### src/rtl/borrow_look_ahead_subtractor_seq_if.sv
// Handshake and operand bus for borrow_look_ahead_subtractor_seq.
// Carries ovf only when SUB_SIGNED_OVF_EN is defined.
interface borrow_look_ahead_subtractor_seq_if #(
    parameter int WIDTH = 16
);
    logic             in_valid;
    logic             in_ready;
    logic [WIDTH-1:0] a;
    logic [WIDTH-1:0] b;
    logic             bin;
    logic             out_valid;
    logic             out_ready;
    logic [WIDTH-1:0] diff;
    logic             bout;
`ifdef SUB_SIGNED_OVF_EN
    logic             ovf;

    modport master (
        output in_valid, a, b, bin, out_ready,
        input  in_ready, out_valid, diff, bout, ovf
    );
    modport slave (
        input  in_valid, a, b, bin, out_ready,
        output in_ready, out_valid, diff, bout, ovf
    );
`else
    modport master (
        output in_valid, a, b, bin, out_ready,
        input  in_ready, out_valid, diff, bout
    );
    modport slave (
        input  in_valid, a, b, bin, out_ready,
        output in_ready, out_valid, diff, bout
    );
`endif
endinterface

### src/rtl/borrow_look_ahead_subtractor_seq.sv
// Multi-cycle subtractor: diff = a - b - bin, one look-ahead nibble per cycle.
// Optional signed overflow output enabled by SUB_SIGNED_OVF_EN.
//
// state | meaning
// IDLE  | ready for operands
// CALC  | resolving nibble cnt_q, borrow carried in brw_q
// DONE  | result presented until out_ready
module borrow_look_ahead_subtractor_seq #(
    parameter int WIDTH = 16
) (
    input  logic clk,
    input  logic rst,
    borrow_look_ahead_subtractor_seq_if.slave bus
);
    localparam int NIB = WIDTH / 4;
    localparam int CW  = (NIB > 1) ? $clog2(NIB) : 1;
    localparam logic [CW-1:0] LAST = CW'(NIB - 1);

    typedef enum logic [1:0] {
        S_IDLE = 2'd0,
        S_CALC = 2'd1,
        S_DONE = 2'd2
    } state_t;

    state_t           state_q, state_d;
    logic [CW-1:0]    cnt_q, cnt_d;
    logic [WIDTH-1:0] a_q, a_d;
    logic [WIDTH-1:0] b_q, b_d;
    logic             brw_q, brw_d;
    logic [WIDTH-1:0] diff_q, diff_d;
    logic             bout_q, bout_d;
    logic             ovf_q, ovf_d;

    logic [3:0] a_nib, b_nib, g, p, d;
    logic [4:0] br;

    // Nibble look-ahead: every borrow expressed directly from g/p and the registered borrow.
    always_comb begin
        a_nib = a_q[{cnt_q, 2'b00} +: 4];
        b_nib = b_q[{cnt_q, 2'b00} +: 4];
        g     = ~a_nib & b_nib;
        p     = ~(a_nib ^ b_nib);
        br[0] = brw_q;
        br[1] = g[0] | (p[0] & br[0]);
        br[2] = g[1] | (p[1] & g[0]) | (p[1] & p[0] & br[0]);
        br[3] = g[2] | (p[2] & g[1]) | (p[2] & p[1] & g[0])
              | (p[2] & p[1] & p[0] & br[0]);
        br[4] = g[3] | (p[3] & g[2]) | (p[3] & p[2] & g[1])
              | (p[3] & p[2] & p[1] & g[0])
              | (p[3] & p[2] & p[1] & p[0] & br[0]);
        d     = a_nib ^ b_nib ^ br[3:0];
    end

    always_comb begin
        state_d = state_q;
        cnt_d   = cnt_q;
        a_d     = a_q;
        b_d     = b_q;
        brw_d   = brw_q;
        diff_d  = diff_q;
        bout_d  = bout_q;
        ovf_d   = ovf_q;
        unique case (state_q)
            S_IDLE: begin
                if (bus.in_valid) begin
                    a_d     = bus.a;
                    b_d     = bus.b;
                    brw_d   = bus.bin;
                    cnt_d   = '0;
                    state_d = S_CALC;
                end
            end
            S_CALC: begin
                diff_d[{cnt_q, 2'b00} +: 4] = d;
                brw_d = br[4];
                cnt_d = cnt_q + 1'b1;
                if (cnt_q == LAST) begin
                    bout_d  = br[4];
                    ovf_d   = br[3] ^ br[4];
                    cnt_d   = '0;
                    state_d = S_DONE;
                end
            end
            S_DONE: begin
                if (bus.out_ready) state_d = S_IDLE;
            end
            default: state_d = S_IDLE;
        endcase
    end

    always_ff @(posedge clk) begin
        if (rst) begin
            state_q <= S_IDLE;
            cnt_q   <= '0;
            a_q     <= '0;
            b_q     <= '0;
            brw_q   <= 1'b0;
            diff_q  <= '0;
            bout_q  <= 1'b0;
            ovf_q   <= 1'b0;
        end else begin
            state_q <= state_d;
            cnt_q   <= cnt_d;
            a_q     <= a_d;
            b_q     <= b_d;
            brw_q   <= brw_d;
            diff_q  <= diff_d;
            bout_q  <= bout_d;
            ovf_q   <= ovf_d;
        end
    end

    // in_ready is gated by rst so nothing looks acceptable while reset is held.
    assign bus.in_ready  = (state_q == S_IDLE) && !rst;
    assign bus.out_valid = (state_q == S_DONE);
    assign bus.diff      = diff_q;
    assign bus.bout      = bout_q;
`ifdef SUB_SIGNED_OVF_EN
    assign bus.ovf       = ovf_q;
`else
    logic unused_ovf;
    assign unused_ovf = ovf_q;
`endif
endmodule

### src/flat_wrapper.sv
// flat-port wrapper written by rule: the top's interface ports become plain ports
module borrow_look_ahead_subtractor_seq_flat 
#(
    parameter int WIDTH = 16
)
  (clk, rst, bus_in_valid, bus_a, bus_b, bus_bin, bus_out_ready, bus_in_ready, bus_out_valid, bus_diff, bus_bout);
  borrow_look_ahead_subtractor_seq_if #(.WIDTH(WIDTH)) bus_i ();
  input  logic clk;
  input  logic rst;
  input wire logic [$bits(bus_i.in_valid)-1:0] bus_in_valid;
  input wire logic [$bits(bus_i.a)-1:0] bus_a;
  input wire logic [$bits(bus_i.b)-1:0] bus_b;
  input wire logic [$bits(bus_i.bin)-1:0] bus_bin;
  input wire logic [$bits(bus_i.out_ready)-1:0] bus_out_ready;
  output wire logic [$bits(bus_i.in_ready)-1:0] bus_in_ready;
  output wire logic [$bits(bus_i.out_valid)-1:0] bus_out_valid;
  output wire logic [$bits(bus_i.diff)-1:0] bus_diff;
  output wire logic [$bits(bus_i.bout)-1:0] bus_bout;
  assign bus_i.in_valid = bus_in_valid;
  assign bus_i.a = bus_a;
  assign bus_i.b = bus_b;
  assign bus_i.bin = bus_bin;
  assign bus_i.out_ready = bus_out_ready;
  assign bus_in_ready = bus_i.in_ready;
  assign bus_out_valid = bus_i.out_valid;
  assign bus_diff = bus_i.diff;
  assign bus_bout = bus_i.bout;
  borrow_look_ahead_subtractor_seq #(.WIDTH(WIDTH)) u_core (.clk(clk), .rst(rst), .bus(bus_i));
endmodule
### config.mk
export PLATFORM = sky130hd
export DESIGN_NAME = borrow_look_ahead_subtractor_seq_flat
export DESIGN_NICKNAME = d
export VERILOG_FILES = /design/src/rtl/borrow_look_ahead_subtractor_seq_if.sv /design/src/rtl/borrow_look_ahead_subtractor_seq.sv /design/src/flat_wrapper.sv
export SDC_FILE = /design/constraint.sdc
export NUM_CORES = 1
export LEC_CHECK = 0
export ABC_CLOCK_PERIOD_IN_PS = 6530
export CELL_PAD_IN_SITES_DETAIL_PLACEMENT = 0
export CELL_PAD_IN_SITES_GLOBAL_PLACEMENT = 1
export CORE_MARGIN = 2
export CORE_UTILIZATION = 40
export DETAILED_ROUTE_END_ITERATION = 10
export GPL_TIMING_DRIVEN = 1
export PLACE_DENSITY_LB_ADDON = 0.12
export SLEW_MARGIN = 25
export SYNTH_ARGS = -nofsm -noshare
export SYNTH_HDL_FRONTEND = slang
export SYNTH_SLANG_ARGS = --single-unit
### constraint.sdc
create_clock -name clk -period 6.53 [get_ports clk]
set_input_delay 1.306 -clock clk [delete_from_list [all_inputs] [get_ports clk]]
set_output_delay 1.306 -clock clk [all_outputs]
set_load 0.05 [all_outputs]
==> results_dict.tcl <==
set metrics [dict create \
    outcome "finished clean" \
    finClkSkew_ns 0.005269 \
    required_ns 5.22 \
    period_minus_slack_ns 4.057 \
    hold_violations 0 \
    p_leak_uw 0.001158 \
    drv_cap 0 \
    synth_area_um2 2472 \
    grt_util_met2_pct 28.87 \
    post_cts_buffers 0 \
    ant_nets 0 \
    rsz0062_at_grt "no" \
    grt_use_total_pct 16.34 \
    fillers 600 \
    vias_per_cell 5.038 \
    std_cell_rows 28 \
    finalMaxSlewViolations 0 \
    antenna_found_initial 0 \
    grt_pass1_wl_mm 8.473 \
    ff2ff_setup_slack_ns 3.82 \
    overflow 0 \
    dpl.hpwl_mm 3.590 \
    critical-path-max-stage-delay_ns 0.83 \
    ys_ff_latch 54 \
    grt_max_degree 65 \
    slew_headroom_pct 55.52 \
    finalSetupTns_ns 0 \
    tightestPinTransition_ns 0.6656 \
    netlist-cell-type-count 33 \
    crit_type "input port to output pin" \
    start_util_pct 41.51 \
    cp.arrival_ns 2.75 \
    fin_util_pct 52.69 \
    hold_path_class "flip-flop to flip-flop" \
    setup_ws_ns 2.473 \
    first_pass_iters 4 \
    die_x_um 82.62 \
    worstPathMaxFanout 64 \
    ys_warn_count 0 \
    vias 1995 \
    ys_seq_area_share_pct 43.72 \
    max_freq_mhz 246.5 \
    synth_nets 322 \
    drive_above_1_share_pct 8.723 \
    cts_buffers 5 \
    drtIter0Drc 61 \
    wirelength_mm 5.165 \
    drc 0 \
    area_delta_synth_final_pct 26.92 \
    power_density_nw_per_um2 218.1 \
    path_clk_slew_ns 0.09 \
    grt_pass1_vias 1866 \
    cts_tree "built" \
    nets 368 \
    cts_sinks 54 \
    port_buffers 55 \
    cts_buffer_depth 2 \
    fp.dieH_um 82.62 \
    peakVddDrop_mv 0.1117 \
    wl_per_cell_um 13.04 \
    io_pins 56 \
    antenna_cells 0 \
    end_kind "output pin" \
    clkLatencyLatePin_ns 0.30 \
    cts_hold_buf 0 \
    gp_congestion 0.6970 \
    setup_viol 0 \
    gr-usage-met1_pct 19.82 \
    syn_area_per_cell_um2 9.023 \
    path_cells "buf_2 > buf_4 > nor3_1 > clkdlybuf4s50_1" \
    die_area_um2 6826 \
    place_ws_ns 2.456 \
    crit_slowest_cell "clkdlybuf4s50_1" \
    synthCells 274 \
    min_period_over_period_pct 62.13 \
    busiest_layer "met2" \
    hold_ws_ns 0.4568 \
    worstSetupStartpointType "input port" \
    root_buffer "clkbuf_8" \
    design.core.area_um2 5956 \
    cts_htree_levels 2 \
    post_cts_resize_count 0 \
    globalRouteMet3Util_pct 3.587 \
]
## metal layers
metal | up-vias | wire, um
met3 | 4 | 182
met1 | 924 | 2337
li1 | 1028 | -
met5 | - | 0
met4 | 0 | 55
met2 | 39 | 2590
## cell families (layout without fill, tap and decap cells)
kind of cell               count (synthesis)  count (layout)  share of synthesized area (%)
adders and majority gates                 11              11                          5.870
xor gates and xnor gates                   3               3                          1.063
muxes                                      8               8                          7.287
DFF                                       54              54                          43.72
and+or+nand+nor                          111             111                          21.41
AOI/OAI and AO/OA                         61              61                          15.74
buffers and inverters                     26              73                          4.909
## power breakdown
part | switching [uW] | total (uW) | internal [uW]
Sequential | 9.84 | 355 | 345
Clock | 108 | 196 | 87.9
Combinational | 71.3 | 134 | 62.6
Total | 189 | 684 | 495
## cells in the final DEF, fill, tap and decap left out, types with 2 or more instances in the layout
cell type,n
or3_4,2
nor2_1,12
buf_4,2
nand2_1,70
mux4_2,8
xor2_1,2
nand3b_1,10
o31ai_2,4
clkdlybuf4s50_1,54
inv_1,8
ha_1,10
dfxtp_1,54
nor3_1,2
o31ai_1,4
a21oi_1,38
a211oi_1,3
a2bb2oi_1,8
nand2b_1,6
o21bai_1,2
clkbuf_8,6
## worst max-delay path, delay by kind of cell
kind          cells  cell delay (ns)
buf+inv           3             1.23
simple gates      1             0.20
## cells in the mapped netlist
cell type | instances | area, um^2
nor3_1 | 2 | 10.01
clkbuf_1 | 8 | 30.03
nand3b_1 | 10 | 75.07
and2b_1 | 1 | 7.510
xor2_1 | 2 | 17.52
nand3b_4 | 1 | 20.02
nor2b_1 | 1 | 6.260
nand2_1 | 70 | 262.8
inv_1 | 8 | 30.03
nand2b_1 | 6 | 37.54
a2bb2oi_1 | 8 | 70.07
or2_2 | 1 | 6.260
ha_1 | 10 | 125.1
o31ai_2 | 4 | 50.05
mux4_2 | 8 | 180.2
o21ai_0 | 1 | 5.000
nor2_1 | 13 | 48.80
nand3_1 | 1 | 5.000
buf_6 | 1 | 11.26
or3_4 | 2 | 22.52
a211oi_1 | 3 | 22.52
o21bai_1 | 2 | 15.01
fa_1 | 1 | 20.02
nand4b_1 | 1 | 8.760
buf_4 | 2 | 15.01
buf_2 | 7 | 35.03
dfxtp_1 | 54 | 1081
xnor2_1 | 1 | 8.760
o31ai_1 | 4 | 30.03
o22ai_1 | 1 | 6.260
nand4_1 | 1 | 6.260
a21oi_1 | 38 | 190.2
nor3b_2 | 1 | 12.51
## registers in the layout, indices dropped and copies added (netlist names)
register and count:
u_core.a_q 16, u_core.b_q 16, u_core.bus.diff 16, u_core.cnt_q 2
u_core.state_q 2, u_core.brw_q 1, u_core.bus.bout 1
## cell type report
class	instances	area [um^2]	area share (%)
Timing Repair Buffer	57	560.5	17.86
Clock inverter	1	8.758	0.2791
Tap cell	75	93.84	2.990
Sequential cell	54	1081	34.45
Inverter	8	30.03	0.9569
Multi-Input combinational cell	194	1277	40.71
Clock buffer	7	86.33	2.751
## worst paths after layout
check                  start             endpoint  cells past startpoint
max reg2reg  u_core.cnt_q[1]  u_core.bus.diff[11]                      7
min reg2reg   u_core.b_q[14]       u_core.b_q[14]                      2
min           u_core.b_q[14]       u_core.b_q[14]                      2
max                      rst         bus_in_ready                      4
## metrics by stage
step                power (uW)  instance area (um^2)  cells
finish                   684.4                  3138    396
global route             722.5                  3138    396
CTS                      695.0                  3138    396
detailed placement       498.6                  3043    388
global placement         496.5                  3038    388
floorplan                453.0                  2472    274
Note: power is estimated with default switching activity, not from simulation.
